## src/rtl/wb_arb_pkg.sv

```systemverilog
// wb_arb_pkg: default widths, source ids and request type for the writeback arbiter
package wb_arb_pkg;
    localparam int AW_DEF = 5;
    localparam int DW_DEF = 32;
    localparam int CNT_W_DEF = 16;
    typedef enum logic {SRC_MEM = 1'b0, SRC_EX = 1'b1} src_e;
    typedef struct packed {
        logic [AW_DEF-1:0] addr;
        logic [DW_DEF-1:0] data;
    } wb_req_t;
endpackage

```

## src/rtl/wb_arbiter_if.sv

```systemverilog
// wb_arbiter_if: source handshakes, register-file write port and hazard query of wb_arbiter
interface wb_arbiter_if import wb_arb_pkg::*; #(
    parameter int AW = AW_DEF,
    parameter int DW = DW_DEF,
    parameter int CNT_W = CNT_W_DEF
);
    logic             s0_valid;
    logic             s0_ready;
    logic [AW-1:0]    s0_addr;
    logic [DW-1:0]    s0_data;
    logic             s1_valid;
    logic             s1_ready;
    logic [AW-1:0]    s1_addr;
    logic [DW-1:0]    s1_data;
    logic             rf_we;
    logic [AW-1:0]    rf_waddr;
    logic [DW-1:0]    rf_wdata;
    logic [AW-1:0]    q_addr1;
    logic [AW-1:0]    q_addr2;
    logic             q_hit1;
    logic             q_hit2;
    logic [CNT_W-1:0] conflict_cnt;
    modport master (
        output s0_valid, s0_addr, s0_data, s1_valid, s1_addr, s1_data, q_addr1, q_addr2,
        input  s0_ready, s1_ready, rf_we, rf_waddr, rf_wdata, q_hit1, q_hit2, conflict_cnt
    );
    modport slave (
        input  s0_valid, s0_addr, s0_data, s1_valid, s1_addr, s1_data, q_addr1, q_addr2,
        output s0_ready, s1_ready, rf_we, rf_waddr, rf_wdata, q_hit1, q_hit2, conflict_cnt
    );
endinterface

```

## src/rtl/wb_arb_slot.sv

```systemverilog
// wb_arb_slot: one-entry writeback holding register; accepts while empty or while draining
module wb_arb_slot import wb_arb_pkg::*; #(
    parameter int AW = AW_DEF,
    parameter int DW = DW_DEF
) (
    input  logic          clk,
    input  logic          rst,
    input  logic          valid,
    input  logic [AW-1:0] addr,
    input  logic [DW-1:0] data,
    input  logic          drain,
    output logic          ready,
    output logic          v,
    output logic [AW-1:0] slot_addr,
    output logic [DW-1:0] slot_data
);
    assign ready = !rst && (!v || drain);
    always_ff @(posedge clk) begin
        if (rst) begin
            v <= 1'b0;
        end else if (valid && ready) begin
            v <= 1'b1;
            slot_addr <= addr;
            slot_data <= data;
        end else if (drain) begin
            v <= 1'b0;
        end
    end
endmodule

```

## src/rtl/wb_arbiter.sv

```systemverilog
// wb_arbiter: two-source register-file writeback arbiter with hazard lookup and contention counter.
// Define WB_ARB_RR_EN for round-robin contention; otherwise the memory source always wins.
module wb_arbiter import wb_arb_pkg::*; #(
    parameter int AW = AW_DEF,
    parameter int DW = DW_DEF,
    parameter int CNT_W = CNT_W_DEF
) (
    input logic         clk,
    input logic         rst,
    wb_arbiter_if.slave bus
);
    logic [1:0]    sv;
    logic [AW-1:0] sa [2];
    logic [DW-1:0] sd [2];
    logic          gv;
    src_e          g;
    assign gv = |sv;
    wb_arb_slot #(.AW(AW), .DW(DW)) u_slot0 (
        .clk(clk), .rst(rst), .valid(bus.s0_valid), .addr(bus.s0_addr), .data(bus.s0_data),
        .drain(gv && g == SRC_MEM), .ready(bus.s0_ready), .v(sv[0]),
        .slot_addr(sa[0]), .slot_data(sd[0])
    );
    wb_arb_slot #(.AW(AW), .DW(DW)) u_slot1 (
        .clk(clk), .rst(rst), .valid(bus.s1_valid), .addr(bus.s1_addr), .data(bus.s1_data),
        .drain(gv && g == SRC_EX), .ready(bus.s1_ready), .v(sv[1]),
        .slot_addr(sa[1]), .slot_data(sd[1])
    );
`ifdef WB_ARB_RR_EN
    logic last_grant;
    assign g = src_e'(&sv ? !last_grant : !sv[0]);
    always_ff @(posedge clk) begin
        if (rst) begin
            last_grant <= 1'b1;
        end else if (gv) begin
            last_grant <= g;
        end
    end
`else
    assign g = src_e'(!sv[0]);
`endif
    // a register is busy while it sits in a slot or is on the write port this cycle
    function automatic logic hit(input logic [AW-1:0] q);
        return !rst && q != '0 && ((sv[0] && sa[0] == q) || (sv[1] && sa[1] == q) ||
                                   (bus.rf_we && bus.rf_waddr == q));
    endfunction
    assign bus.q_hit1 = hit(bus.q_addr1);
    assign bus.q_hit2 = hit(bus.q_addr2);
    always_ff @(posedge clk) begin
        if (rst) begin
            bus.rf_we <= 1'b0;
            bus.rf_waddr <= '0;
            bus.rf_wdata <= '0;
            bus.conflict_cnt <= '0;
        end else begin
            bus.rf_we <= gv && sa[g] != '0;
            if (gv) begin
                bus.rf_waddr <= sa[g];
                bus.rf_wdata <= sd[g];
            end
            if (&sv && !(&bus.conflict_cnt)) begin
                bus.conflict_cnt <= bus.conflict_cnt + CNT_W'(1);
            end
        end
    end
endmodule

```

## src/flat_wrapper.sv

```systemverilog
// flat-port wrapper written by rule: the top's interface ports become plain ports
module wb_arbiter_flat import wb_arb_pkg::*;
#(
    parameter int AW = AW_DEF,
    parameter int DW = DW_DEF,
    parameter int CNT_W = CNT_W_DEF
)
  (clk, rst, bus_s0_valid, bus_s0_addr, bus_s0_data, bus_s1_valid, bus_s1_addr, bus_s1_data, bus_q_addr1, bus_q_addr2, bus_s0_ready, bus_s1_ready, bus_rf_we, bus_rf_waddr, bus_rf_wdata, bus_q_hit1, bus_q_hit2, bus_conflict_cnt);
  wb_arbiter_if #(.AW(AW), .DW(DW), .CNT_W(CNT_W)) bus_i ();
  input logic clk;
  input logic rst;
  input wire logic [$bits(bus_i.s0_valid)-1:0] bus_s0_valid;
  input wire logic [$bits(bus_i.s0_addr)-1:0] bus_s0_addr;
  input wire logic [$bits(bus_i.s0_data)-1:0] bus_s0_data;
  input wire logic [$bits(bus_i.s1_valid)-1:0] bus_s1_valid;
  input wire logic [$bits(bus_i.s1_addr)-1:0] bus_s1_addr;
  input wire logic [$bits(bus_i.s1_data)-1:0] bus_s1_data;
  input wire logic [$bits(bus_i.q_addr1)-1:0] bus_q_addr1;
  input wire logic [$bits(bus_i.q_addr2)-1:0] bus_q_addr2;
  output wire logic [$bits(bus_i.s0_ready)-1:0] bus_s0_ready;
  output wire logic [$bits(bus_i.s1_ready)-1:0] bus_s1_ready;
  output wire logic [$bits(bus_i.rf_we)-1:0] bus_rf_we;
  output wire logic [$bits(bus_i.rf_waddr)-1:0] bus_rf_waddr;
  output wire logic [$bits(bus_i.rf_wdata)-1:0] bus_rf_wdata;
  output wire logic [$bits(bus_i.q_hit1)-1:0] bus_q_hit1;
  output wire logic [$bits(bus_i.q_hit2)-1:0] bus_q_hit2;
  output wire logic [$bits(bus_i.conflict_cnt)-1:0] bus_conflict_cnt;
  assign bus_i.s0_valid = bus_s0_valid;
  assign bus_i.s0_addr = bus_s0_addr;
  assign bus_i.s0_data = bus_s0_data;
  assign bus_i.s1_valid = bus_s1_valid;
  assign bus_i.s1_addr = bus_s1_addr;
  assign bus_i.s1_data = bus_s1_data;
  assign bus_i.q_addr1 = bus_q_addr1;
  assign bus_i.q_addr2 = bus_q_addr2;
  assign bus_s0_ready = bus_i.s0_ready;
  assign bus_s1_ready = bus_i.s1_ready;
  assign bus_rf_we = bus_i.rf_we;
  assign bus_rf_waddr = bus_i.rf_waddr;
  assign bus_rf_wdata = bus_i.rf_wdata;
  assign bus_q_hit1 = bus_i.q_hit1;
  assign bus_q_hit2 = bus_i.q_hit2;
  assign bus_conflict_cnt = bus_i.conflict_cnt;
  wb_arbiter #(.AW(AW), .DW(DW), .CNT_W(CNT_W)) u_core (.clk(clk), .rst(rst), .bus(bus_i));
endmodule
```

## config.mk

```make
export PLATFORM = sky130hd
export DESIGN_NAME = wb_arbiter_flat
export DESIGN_NICKNAME = d
export VERILOG_FILES = /design/src/rtl/wb_arb_pkg.sv /design/src/rtl/wb_arbiter_if.sv /design/src/rtl/wb_arb_slot.sv /design/src/rtl/wb_arbiter.sv /design/src/flat_wrapper.sv
export SDC_FILE = /design/constraint.sdc
export NUM_CORES = 1
export LEC_CHECK = 0
export BUFFER_PORTS_ARGS = -buffer_cell sky130_fd_sc_hd__buf_2
export CORE_MARGIN = 4
export CORE_UTILIZATION = 40
export DETAILED_ROUTE_END_ITERATION = 8
export GPL_TIMING_DRIVEN = 1
export PLACE_DENSITY = 0.74
export SYNTH_ARGS = -nofsm -noshare
export SYNTH_HDL_FRONTEND = slang
export SYNTH_HIERARCHICAL = 1
export SYNTH_SLANG_ARGS = --single-unit
```

## constraint.sdc

```tcl
create_clock -name clk -period 4.4 [get_ports clk]
set_clock_uncertainty 0.1 [all_clocks]
set_input_delay 1.1 -clock clk [delete_from_list [all_inputs] [get_ports clk]]
set_output_delay 1.1 -clock clk [all_outputs]
set_load 0.03 [all_outputs]
```

## Yosys cells after proc, flatten, opt, wreduce, memory -nomap -nowiden

Index checks and enable logic that the tools add are counted.

- Word-level logic and storage cells: 68
- Flip-flop bits (word level): 130
- Output and inout port bits: 58

- Bitwise gates (word level): 2
- Mux-type cells: 10
- Reduce and logical (&&, ||, !) cells: 38
- Equality and inequality tests: 6
- $add $sub $neg: 1
- Magnitude comparators: 1

Operators by type and width:

| kind | number |
|---|---|
| $mux W32 | 3 |
| $eq A5 B5 Y1 | 6 |
| $logic_and A1 B1 Y1 | 18 |
| $add A16 B1 Y16 const B | 1 |
| $reduce_and A16 Y1 | 1 |
| $mux W5 | 3 |
| $reduce_bool A5 Y1 | 3 |
| $logic_or A1 B1 Y1 | 6 |
| $reduce_and A2 Y1 | 3 |
| $logic_not A1 Y1 | 4 |
| $mux W1 | 4 |
| $reduce_bool A2 Y1 | 2 |
| $ge A2 B2 Y1 const B | 1 |
| $not A1 Y2 | 1 |
| $reduce_or A2 Y1 | 1 |
| $not A1 Y1 | 1 |

## Longest topological paths before layout

Gate-level depths: netlist of run 1.

- Depth after elaboration: 7
- Gate-level depth with buffers: 6
- Gate-level depth less buffers: 5

## By module

The synthesis of run 1 kept the hierarchy.

By module, submodules not included:

| module | area each (µm²) | seq. area each (µm²) | cells an instance | instances |
|---|---|---|---|---|
| wb_arbiter | 2919.0 | 1081.0 | 361 | 1 |
| wb_arb_slot | 1171.1 | 1131.1 | 42 | 2 |

## Worst setup path after synthesis of run 1

Ideal clock, no wire load.

- Path kind: input to output
- From: in bus_q_addr2[1]
- To: out bus_q_hit2
- Data required time: 3.200 ns
- Cell stages on the path: 4
- Path slack: 0.727 ns
- Data arrival time: 2.473 ns
- Buffers on the path: 0
- Cell sequence: xor2_1 nor4_1 nand3_1 a311oi_1

- Word-level cells in the longest chain between the ends: 5
- Elaborated cells between the ends (all ways): 11
- Classes of those cells: 3 x eq/ne; 8 x reduce/logical

Ends and longest elaborated chain:

| what | line | RTL |
|---|---|---|
| start: declaration | flat_wrapper.sv:19 | `input wire logic [$bits(bus_i.q_addr2)-1:0] bus_q_addr2;` |
| $eq A5 B5 Y1 | wb_arbiter.sv:43 | `return !rst && q != '0 && ((sv[0] && sa[0] == q) \|\| (sv[1] && sa[1] == q) \|\|` |
| $logic_and A1 B1 Y1 | wb_arbiter.sv:43 |  |
| $logic_or A1 B1 Y1 (2 in series) | wb_arbiter.sv:43 |  |
| $logic_and A1 B1 Y1 (*) | wb_arbiter.sv:43 |  |
| end: declaration | flat_wrapper.sv:26 | `output wire logic [$bits(bus_i.q_hit2)-1:0] bus_q_hit2;` |

Every way passes the cells marked *; elsewhere a longest branch is shown, timed or not.

## Worst setup path after layout of run 1

- From: in bus_q_addr1[2]
- To: out bus_q_hit1

- Word-level cells in the longest chain between the ends: 5
- Elaborated cells between the ends (all ways): 11
- Classes of those cells: 3 x eq/ne; 8 x reduce/logical

Ends and longest elaborated chain:

| what | line | RTL |
|---|---|---|
| start: declaration | flat_wrapper.sv:18 | `input wire logic [$bits(bus_i.q_addr1)-1:0] bus_q_addr1;` |
| $eq A5 B5 Y1 | wb_arbiter.sv:43 |  |
| $logic_and A1 B1 Y1 | wb_arbiter.sv:43 |  |
| $logic_or A1 B1 Y1 (2 in series) | wb_arbiter.sv:43 |  |
| $logic_and A1 B1 Y1 (*) | wb_arbiter.sv:43 |  |
| end: declaration | flat_wrapper.sv:25 | `output wire logic [$bits(bus_i.q_hit1)-1:0] bus_q_hit1;` |

Marks and branches as above.

==> results of run 1 <==
==> state kept, by name, indices dropped and copies added, names as in the netlist <==
register                  cells
u_core/bus.conflict_cnt      16
u_core/bus.rf_waddr           5
u_core/bus.rf_wdata          32
u_core/bus.rf_we              1
u_core/u_slot0/slot_addr      5
u_core/u_slot0/slot_data     32
u_core/u_slot0/v              1
u_core/u_slot1/slot_addr      5
u_core/u_slot1/slot_data     32
u_core/u_slot1/v              1
==> metrics by stage <==
| step | std cells | utilization | power [mW] |
|---|---|---|---|
| 2_1_floorplan | 445 | - | 1.59 |
| 3_3_place_gp | 745 | 0.484 | 1.70 |
| 3_5_place_dp | 745 | 0.484 | 1.71 |
| 4_1_cts | 777 | 0.530 | 3.09 |
| 5_1_grt | 777 | 0.530 | 3.18 |
| 6_report | 778 | 0.530 | 3.05 |
==> synth_stat cells, types with 2 or more instances <==
library cell / n / area share
nor3b_2: 2 / 0.0048
dfxtp_1: 56 / 0.21
nand2_1: 8 / 0.0057
mux2_2: 5 / 0.011
or4_1: 7 / 0.010
a311oi_1: 4 / 0.0067
nand3_1: 8 / 0.0076
nor3_1: 4 / 0.0038
o31ai_1: 4 / 0.0057
nor2b_4: 2 / 0.0052
nand2b_1: 3 / 0.0036
xor2_1: 24 / 0.040
clkbuf_1: 11 / 0.0078
buf_2: 6 / 0.0057
buf_1: 5 / 0.0036
a21oi_1: 45 / 0.043
o21ai_0: 5 / 0.0048
nor2_1: 90 / 0.064
inv_1: 3 / 0.0021
xnor2_1: 6 / 0.010
mux2i_1: 40 / 0.076
nor4_1: 11 / 0.013
edfxtp_1: 74 / 0.42
o21ba_1: 2 / 0.0038
nand4_1: 5 / 0.0059
nor2b_1: 5 / 0.0059
or3_1: 3 / 0.0036
==> critical path, cell delays in order <==
cell and delay, ns:
buf_2 0.14, xor2_1 0.15, nor4_1 0.35, nand3_1 0.12, a311oi_1 0.28, buf_2 0.25
==> power by group <==
group          switching (mW)  internal [mW]
combinational           0.176          0.112
clock                   0.509          0.864
sequential             0.0439           1.35
==> routing by layer <==
metal,GRT usage,wire [microns],share of wire,up-vias
met1,0.209,5480,0.45,1847
li1,-,-,-,1900
met2,0.272,5910,0.48,137
met5,0,0,0,-
met3,0.0507,775,0.063,15
met4,0.0644,134,0.011,0
==> final cells by class <==
class,count,area [sq um],area share
flip-flops and latches,130,3350,0.494
inverters,3,11.3,0.00166
well taps,172,215,0.0318
diodes,1,2.50,0.000370
clock buffers,20,457,0.0675
repair buffers,150,776,0.115
clock inverters,12,131,0.0194
multi-input cells,290,1830,0.270
==> logic make-up after synthesis <==
family,Yosys count,share of synthesized area
AND/OR/NAND/NOR,154,0.142
flip-flops,130,0.635
AO/OA/AOI/OAI,60,0.0637
multiplexers,45,0.0868
XOR/XNOR,30,0.0499
buffers and inverters,25,0.0193
adder cells (fa/ha/maj),1,0.00238
==> worst paths after layout <==
check                         startpoint                           to  depth (start not counted)
min reg2reg  u_core/u_slot0/slot_data[1]       u_core/bus.rf_wdata[1]                          2
max reg2reg             u_core/u_slot0/v  u_core/bus.conflict_cnt[15]                          4
max                       bus_q_addr1[2]                   bus_q_hit1                          6
min          u_core/u_slot0/slot_data[1]       u_core/bus.rf_wdata[1]                          2
==> flow_metrics.py, run 1 <==
metrics = {
    "die": {
        "die_w_microns": 123,
        "ios": 146,
        "core.rowCount": 41,
        "dieArea_sq_um": 15100,
        "initial_core_util": 0.412,
        "coreArea_sq_um": 12800,
        "fp.dieH_microns": 123,
    },
    "critical_path": {
        "critPathCaptureType": "primary output",
        "cp-start-kind": "input port",
        "worstSetupPathType": "input port to primary output",
        "cp.arrival_ns": 2.38,
        "r2r_setup_slack_ns": 2.00,
        "worstPathRequired_ns": 3.20,
        "worstPathMaxFanout": 4,
    },
    "cells_and_area": {
        "nNetsFinal": 681,
        "syn_to_final_growth_pct": 28.6,
        "layout-drive-gt1-share": 0.319,
        "fill_cells": 1121,
        "fin_area_sq_um": 6770,
        "final_common_cell": "buf_2",
        "final_cell_mix": "145 x buf_2, 90 x nor2_1, 74 x edfxtp_1",
    },
    "sta": {
        "worst_pin_slew_ns": 0.904,
        "setup_violations": 0,
        "fmax_mhz": 279,
        "hold_violations": 0,
        "drv_slew": 0,
        "finalCriticalPeriod_ns": 3.58,
        "finalSetupTns_ns": 0,
        "setup_ws_ns": 0.817,
        "rsz0062_at_grt": "no",
        "maxSlewHeadroom": 0.397,
        "timing.hold.ws_ns": 0.375,
        "finalCritPeriodShare": 0.814,
    },
    "clocking": {
        "cts_resized": 0,
        "post_cts.repair.setup_buffers": 0,
        "hold_buffers": 0,
        "cts.sinks": 130,
        "cts_root_buf": "clkbuf_16",
        "cts_buffer_depth": 2,
        "numCtsBuffers": 17,
        "htreeDepth": 4,
        "cts.reportedPaths.clkPinSlew_ns": 0.06,
        "cts_tree": "yes",
        "clk-insertion-delay-late_ns": 0.40,
    },
    "routing": {
        "vias": 3899,
        "avgViaCountPerCell": 5.01,
        "final_antenna_net_count": 0,
        "firstDrtPassIters": 4,
        "drt-total-wl_mm": 12.3,
        "wl_per_cell_microns": 15.8,
        "drtIter0Drc": 293,
        "drc": 0,
    },
    "logic_synthesis": {
        "syn_nets": 534,
        "synth-edff-count": 74,
        "syn_inst": 445,
        "ys_ff_latch": 130,
        "yosysSeqAreaShare": 0.635,
        "synth-async-reset-ratio": 0,
        "ys_types": 34,
        "synth-main-ff-cell": "edfxtp_1",
        "yosys_warnings": 6,
        "netlist_area_sq_um": 5260,
        "syn_avg_cell_area_sq_um": 11.8,
    },
    "global_routing": {
        "grt_pass1_vias": 3886,
        "grt_usage": 0.167,
        "grt_pass1_wl_mm": 19.3,
        "grt_antenna_before_repair": 0,
        "grt.overflow.total": 0,
        "grt_max_degree": 49,
    },
    "power_and_ir_drop": {
        "power.density_nw_per_um2": 451,
        "ir_drop_v": 0.000340,
        "p_leak_nw": 2.76,
    },
    "flow_run": {
        "cap_violations": 0,
    },
    "placement": {
        "routabilityCongestion": 0.808,
        "placed_area_sq_um": 6180,
        "dp.final_hpwl_mm": 8.35,
        "portBuffers": 145,
        "pre_cts_ws_ns": 0.835,
    },
    "min_path": {
        "hold_path_class": "register to register",
    },
    "outcome": {
        "outcome": "completed",
    },
}
Note: power is estimated with default switching activity, not from simulation.
==> inputs of run 2 (changes only) <==
--- a/config.mk
+++ b/config.mk
@@ -10,7 +10,7 @@
 export CORE_UTILIZATION = 40
 export DETAILED_ROUTE_END_ITERATION = 8
 export GPL_TIMING_DRIVEN = 1
-export PLACE_DENSITY = 0.74
+export PLACE_DENSITY = 0.76
 export SYNTH_ARGS = -nofsm -noshare
 export SYNTH_HDL_FRONTEND = slang
 export SYNTH_HIERARCHICAL = 1
==> constraint.sdc (replaced) <==
create_clock -name clk -period 3.1 [get_ports clk]
set_clock_uncertainty 0.1 [all_clocks]
set_input_delay 0.775 -clock clk [delete_from_list [all_inputs] [get_ports clk]]
set_output_delay 0.775 -clock clk [all_outputs]
set_load 0.03 [all_outputs]
==> flow_metrics.py, run 2 (same netlist as run 1, synthesis figures left out) <==
metrics = {
    "critical_path": {
        "cp-start-kind": "register",
        "cpPeakStageDelay_ns": 0.47,
        "critPathCaptureType": "primary output",
        "path_cells": "xor2_1 > nor4_1 > nand3_1 > a311oi_1 > buf_2",
        "worstSetupPathType": "register to primary output",
        "worstPathMaxFanout": 4,
        "timing.rr.start": "u_core/u_slot1/v",
        "cp_top_family": "flip-flops",
        "rr_worst_depth": 4,
        "cp.arrival_ns": 2.06,
        "worstPathRequired_ns": 2.22,
        "r2r_end": "u_core/bus.conflict_cnt[15]",
        "r2r_setup_slack_ns": 0.82,
        "slowest_stage": "edfxtp_1",
        "cp.buffers_inverters": 1,
    },
    "sta": {
        "finalSetupTns_ns": 0,
        "hold_violations": 0,
        "maxSlewHeadroom": 0.431,
        "finalCriticalPeriod_ns": 2.93,
        "drv_slew": 0,
        "rsz0062_at_grt": "no",
        "finalCritPeriodShare": 0.946,
        "fmax_mhz": 341,
        "setup_ws_ns": 0.167,
        "setup_violations": 0,
        "worst_pin_slew_ns": 0.847,
    },
    "cells_and_area": {
        "nNetsFinal": 684,
        "syn_to_final_growth_pct": 28.5,
        "layout-drive-gt1-share": 0.317,
        "reg_top3": "u_core/bus.rf_wdata (32), u_core/u_slot0/slot_data (32), u_core/u_slot1/slot_data (32)",
        "final_cell_mix": "145 x buf_2, 90 x nor2_1, 74 x edfxtp_1",
        "final_util": 0.529,
        "final_common_cell": "buf_2",
        "antenna_cells": 0,
    },
    "min_path": {
        "hold_path_class": "register to register",
        "hold_start": "u_core/u_slot0/slot_data[30]",
        "min_path_cells": 2,
        "hold_end": "u_core/bus.rf_wdata[30]",
    },
    "clocking": {
        "clk-insertion-delay-late_ns": 0.41,
        "cts_resized": 0,
        "cts.sinks": 130,
        "numCtsBuffers": 17,
        "post_cts.repair.setup_buffers": 0,
        "cts_tree": "yes",
        "htreeDepth": 4,
        "cts.reportedPaths.clkPinSlew_ns": 0.05,
        "cts_buffer_depth": 2,
        "hold_buffers": 0,
        "cts_root_buf": "clkbuf_16",
    },
    "global_routing": {
        "grt_usage": 0.170,
        "grt_pass1_wl_mm": 19.6,
        "grt_max_degree": 50,
        "grt_antenna_before_repair": 1,
        "grt.overflow.total": 0,
        "grt_pass1_vias": 4032,
    },
    "die": {
        "coreArea_sq_um": 12800,
        "die_w_microns": 123,
        "initial_core_util": 0.412,
        "fp.dieH_microns": 123,
        "dieArea_sq_um": 15100,
        "ios": 146,
        "core.rowCount": 41,
    },
    "routing": {
        "final_antenna_net_count": 0,
        "drc": 0,
        "vias": 3940,
        "wl_per_cell_microns": 15.9,
        "firstDrtPassIters": 4,
        "drt-total-wl_mm": 12.4,
        "drtIter0Drc": 198,
        "avgViaCountPerCell": 5.05,
    },
    "outcome": {
        "outcome": "completed",
    },
    "flow_run": {
        "cap_violations": 0,
    },
    "power_and_ir_drop": {
        "power.density_nw_per_um2": 636,
        "ir_drop_v": 0.000421,
        "power.total_mw": 4.30,
        "p_leak_nw": 2.77,
    },
    "placement": {
        "portBuffers": 145,
        "routabilityCongestion": 0.816,
        "dp.final_hpwl_mm": 8.47,
        "pre_cts_ws_ns": 0.223,
    },
}
## run 2: worst max-delay path by stage
stage                     depth (start not counted)    endpoint                         from
after floorplan                                   4  bus_q_hit2               bus_q_addr2[1]
after global placement                            6  bus_q_hit1               bus_q_addr1[2]
after detailed placement                          6  bus_q_hit1               bus_q_addr1[1]
after CTS                                         5  bus_q_hit1  u_core/u_slot0/slot_addr[3]
after global routing                              5  bus_q_hit1  u_core/u_slot1/slot_addr[2]
final                                             5  bus_q_hit1  u_core/u_slot1/slot_addr[2]
## run 2: metal layers
metal	track usage	wire length [microns]
met5	0	7
met1	0.205	5240
met4	0.0784	165
met2	0.284	6190
met3	0.0433	771
## run 2: final cells by class
type | count | area (sq um)
Sequential cell | 130 | 3350
Fill cell | 1123 | 6010
Timing Repair Buffer | 153 | 786
Tap cell | 172 | 215
Multi-Input combinational cell | 290 | 1830
Clock buffer | 21 | 460
Inverter | 3 | 11.3
Clock inverter | 11 | 111
## run 2: where the power goes
part / internal [mW] / leakage [nW] / total, mW / switching (mW)
Sequential: 1.92 / 1.15 / 1.97 / 0.0558
Clock: 1.21 / 0.278 / 1.91 / 0.694
Combinational: 0.159 / 1.34 / 0.417 / 0.258
## run 2: metrics by stage
stage | std cells | instance area [sq um] | hold slack [ns]
final | 780 | 6760 | 0.378
after global routing | 780 | 6760 | 0.401
after CTS | 780 | 6760 | 0.379
after detailed placement | 748 | 6190 | 0.363
after global placement | 748 | 6190 | 0.356
after floorplan | 445 | 5270 | 0.347
## run 2: tightest hold or removal path: stages, from the launching register on
cell and delay [ns]:
edfxtp_1 0.32, a21oi_1 0.06, nor2_1 0.07
==> inputs of run 3 (changes only) <==
--- a/config.mk
+++ b/config.mk
@@ -5,12 +5,13 @@
 export SDC_FILE = /design/constraint.sdc
 export NUM_CORES = 1
 export LEC_CHECK = 0
+export ABC_AREA = 1
 export BUFFER_PORTS_ARGS = -buffer_cell sky130_fd_sc_hd__buf_2
 export CORE_MARGIN = 4
 export CORE_UTILIZATION = 40
 export DETAILED_ROUTE_END_ITERATION = 8
 export GPL_TIMING_DRIVEN = 1
-export PLACE_DENSITY = 0.76
+export PLACE_DENSITY = 0.65
 export SYNTH_ARGS = -nofsm -noshare
 export SYNTH_HDL_FRONTEND = slang
 export SYNTH_HIERARCHICAL = 1
==> constraint.sdc (replaced) <==
create_clock -name clk -period 3.18 [get_ports clk]
set_clock_uncertainty 0.1 [all_clocks]
set_input_delay 0.795 -clock clk [delete_from_list [all_inputs] [get_ports clk]]
set_output_delay 0.795 -clock clk [all_outputs]
set_load 0.03 [all_outputs]
==> flow_metrics.py, run 3 <==
metrics = {
    "outcome": {
        "outcome": "completed",
    },
    "logic_synthesis": {
        "netlist_area_sq_um": 5510,
        "synth-async-reset-ratio": 0,
        "ys_types": 25,
        "syn_avg_cell_area_sq_um": 8.66,
        "ys_ff_latch": 130,
        "synth_top_area_frac": 0.404,
        "synth.most_common_cell": "nand2_1",
        "synth-main-ff-cell": "edfxtp_1",
        "syn_inst": 636,
        "synth-edff-count": 74,
        "yosysTopAreaCell": "edfxtp_1",
        "yosys_warnings": 6,
        "synth_common_cells": "221 x nand2_1, 80 x inv_1, 74 x edfxtp_1, 65 x nor2_1, 56 x dfxtp_1",
        "yosysSeqAreaShare": 0.607,
        "syn_nets": 725,
        "netlist_top_cells_area": "edfxtp_1 40%, dfxtp_1 20%, nand2_1 15%, inv_1 5.5%, nor2_1 4.4%",
    },
    "cells_and_area": {
        "fill_cells": 1258,
        "syn_to_final_growth_pct": 28.5,
        "final_util": 0.530,
        "final_cell_mix": "221 x nand2_1, 145 x buf_2, 80 x inv_1",
        "nNetsFinal": 877,
        "layout-drive-gt1-share": 0.242,
        "finalNonFillerCells": 978,
        "reg_top3": "u_core/bus.rf_wdata (32), u_core/u_slot0/slot_data (32), u_core/u_slot1/slot_data (32)",
        "final_common_cell": "nand2_1",
    },
    "die": {
        "coreArea_sq_um": 13300,
        "dieArea_sq_um": 15700,
        "core.rowCount": 42,
        "ios": 146,
        "initial_core_util": 0.412,
        "fp.dieH_microns": 125,
        "die_w_microns": 125,
    },
    "clocking": {
        "clk-insertion-delay-late_ns": 0.41,
        "post_cts.repair.setup_buffers": 0,
        "cts_resized": 0,
        "htreeDepth": 4,
        "numCtsBuffers": 17,
        "cts.reportedPaths.clkPinSlew_ns": 0.06,
        "cts_tree": "yes",
        "cts.sinks": 130,
        "hold_buffers": 0,
        "cts_root_buf": "clkbuf_16",
        "cts_buffer_depth": 2,
    },
    "routing": {
        "drc": 0,
        "firstDrtPassIters": 5,
        "wl_per_cell_microns": 14.5,
        "final_antenna_net_count": 0,
        "vias": 4695,
        "avgViaCountPerCell": 4.80,
        "drt-total-wl_mm": 14.2,
        "drtIter0Drc": 319,
    },
    "min_path": {
        "hold_path_class": "register to register",
    },
    "global_routing": {
        "grt_usage": 0.183,
        "grt_pass1_wl_mm": 22.9,
        "grt_antenna_before_repair": 1,
        "grt_max_degree": 53,
        "grt_pass1_vias": 4579,
        "grt.overflow.total": 0,
    },
    "sta": {
        "finalCritPeriodShare": 0.824,
        "drv_slew": 0,
        "finalCriticalPeriod_ns": 2.62,
        "finalSetupTns_ns": 0,
        "worst_pin_slew_ns": 0.627,
        "setup_violations": 0,
        "fmax_mhz": 382,
        "maxSlewHeadroom": 0.581,
        "hold_violations": 0,
        "setup_ws_ns": 0.559,
        "rsz0062_at_grt": "no",
    },
    "placement": {
        "routabilityCongestion": 0.883,
        "pre_cts_ws_ns": 0.608,
        "portBuffers": 145,
        "dp.final_hpwl_mm": 10.0,
        "dp_cells": 945,
    },
    "power_and_ir_drop": {
        "ir_drop_v": 0.000386,
        "p_leak_nw": 3.45,
        "power.density_nw_per_um2": 623,
    },
    "critical_path": {
        "cp.arrival_ns": 1.73,
        "cp-start-kind": "register",
        "worstPathRequired_ns": 2.28,
        "worstSetupPathType": "register to primary output",
        "critPathCaptureType": "primary output",
        "worstPathMaxFanout": 4,
    },
    "flow_run": {
        "cap_violations": 0,
    },
}
## run 3: changes by cell type after synthesis, moves of 7 or more
cell      delta
a21oi_1     -24
a22oi_1     +17
clkbuf_1     -8
inv_1       +77
mux2i_1     -40
nand2_1    +213
nand3_1     +34
nor2_1      -25
nor4_1      -11
o21ai_0     +16
or4_1        -7
xor2_1      -24
## run 3: area by class of cell
| class | count | area (sq um) | area share |
|---|---|---|---|
| flip-flops and latches | 130 | 3340 | 0.473 |
| multi-input cells | 406 | 1770 | 0.251 |
| repair buffers | 152 | 803 | 0.114 |
| clock buffers | 20 | 447 | 0.0632 |
| inverters | 81 | 304 | 0.0430 |
| well taps | 176 | 220 | 0.0311 |
| clock inverters | 12 | 179 | 0.0253 |
| diodes | 1 | 2.50 | 0.000354 |
## run 3: worst paths after layout
check	end	cells past startpoint	start	slack, ns
setup / recovery	bus_q_hit1	9	u_core/bus.rf_waddr[4]	0.56
hold / removal	u_core/bus.rf_wdata[10]	4	u_core/u_slot1/slot_data[10]	0.42
setup reg to reg	u_core/bus.rf_wdata[12]	7	u_core/u_slot0/v	1.18
hold reg to reg	u_core/bus.rf_wdata[10]	4	u_core/u_slot1/slot_data[10]	0.42
## run 3: logic make-up (layout without fill, tap and decap cells)
| group | after synthesis | count (layout) | synth area share |
|---|---|---|---|
| simple gates | 345 | 345 | 0.255 |
| buf+inv | 100 | 265 | 0.0725 |
| other cells | 0 | 1 | 0 |
| fa+ha+maj | 1 | 1 | 0.00227 |
| compound gates | 60 | 60 | 0.0627 |
| flops | 130 | 130 | 0.607 |
## run 3: worst max-delay path, stage by stage, from the launching register on
cell and delay, ns:
dfxtp_1 0.46, inv_1 0.17, nand2_1 0.10, nand2_1 0.05, nor2_1 0.09, nand3_1 0.10
nand3_1 0.09, nand2_1 0.05, inv_1 0.04, buf_2 0.19
## run 3: through the flow
step	hold WS (ns)	area, sq um	power (mW)
global route	0.437	7070	4.60
detailed placement	0.406	6440	2.40
CTS	0.422	7070	4.46
finish	0.420	7070	4.41
global placement	0.402	6440	2.39
floorplan	0.395	5510	2.21
## run 3: per-layer routing
| metal | track usage | up-vias | wire, microns |
|---|---|---|---|
| met5 | 0 | - | 7 |
| met4 | 0.0670 | 2 | 261 |
| met3 | 0.0601 | 26 | 1090 |
| met2 | 0.292 | 167 | 6520 |
| met1 | 0.235 | 2156 | 6310 |
| li1 | - | 2344 | - |
## run 3: report_power, final
group / switching, mW / internal (mW)
Sequential: 0.0546 / 1.87
Combinational: 0.292 / 0.145
Clock: 0.712 / 1.34
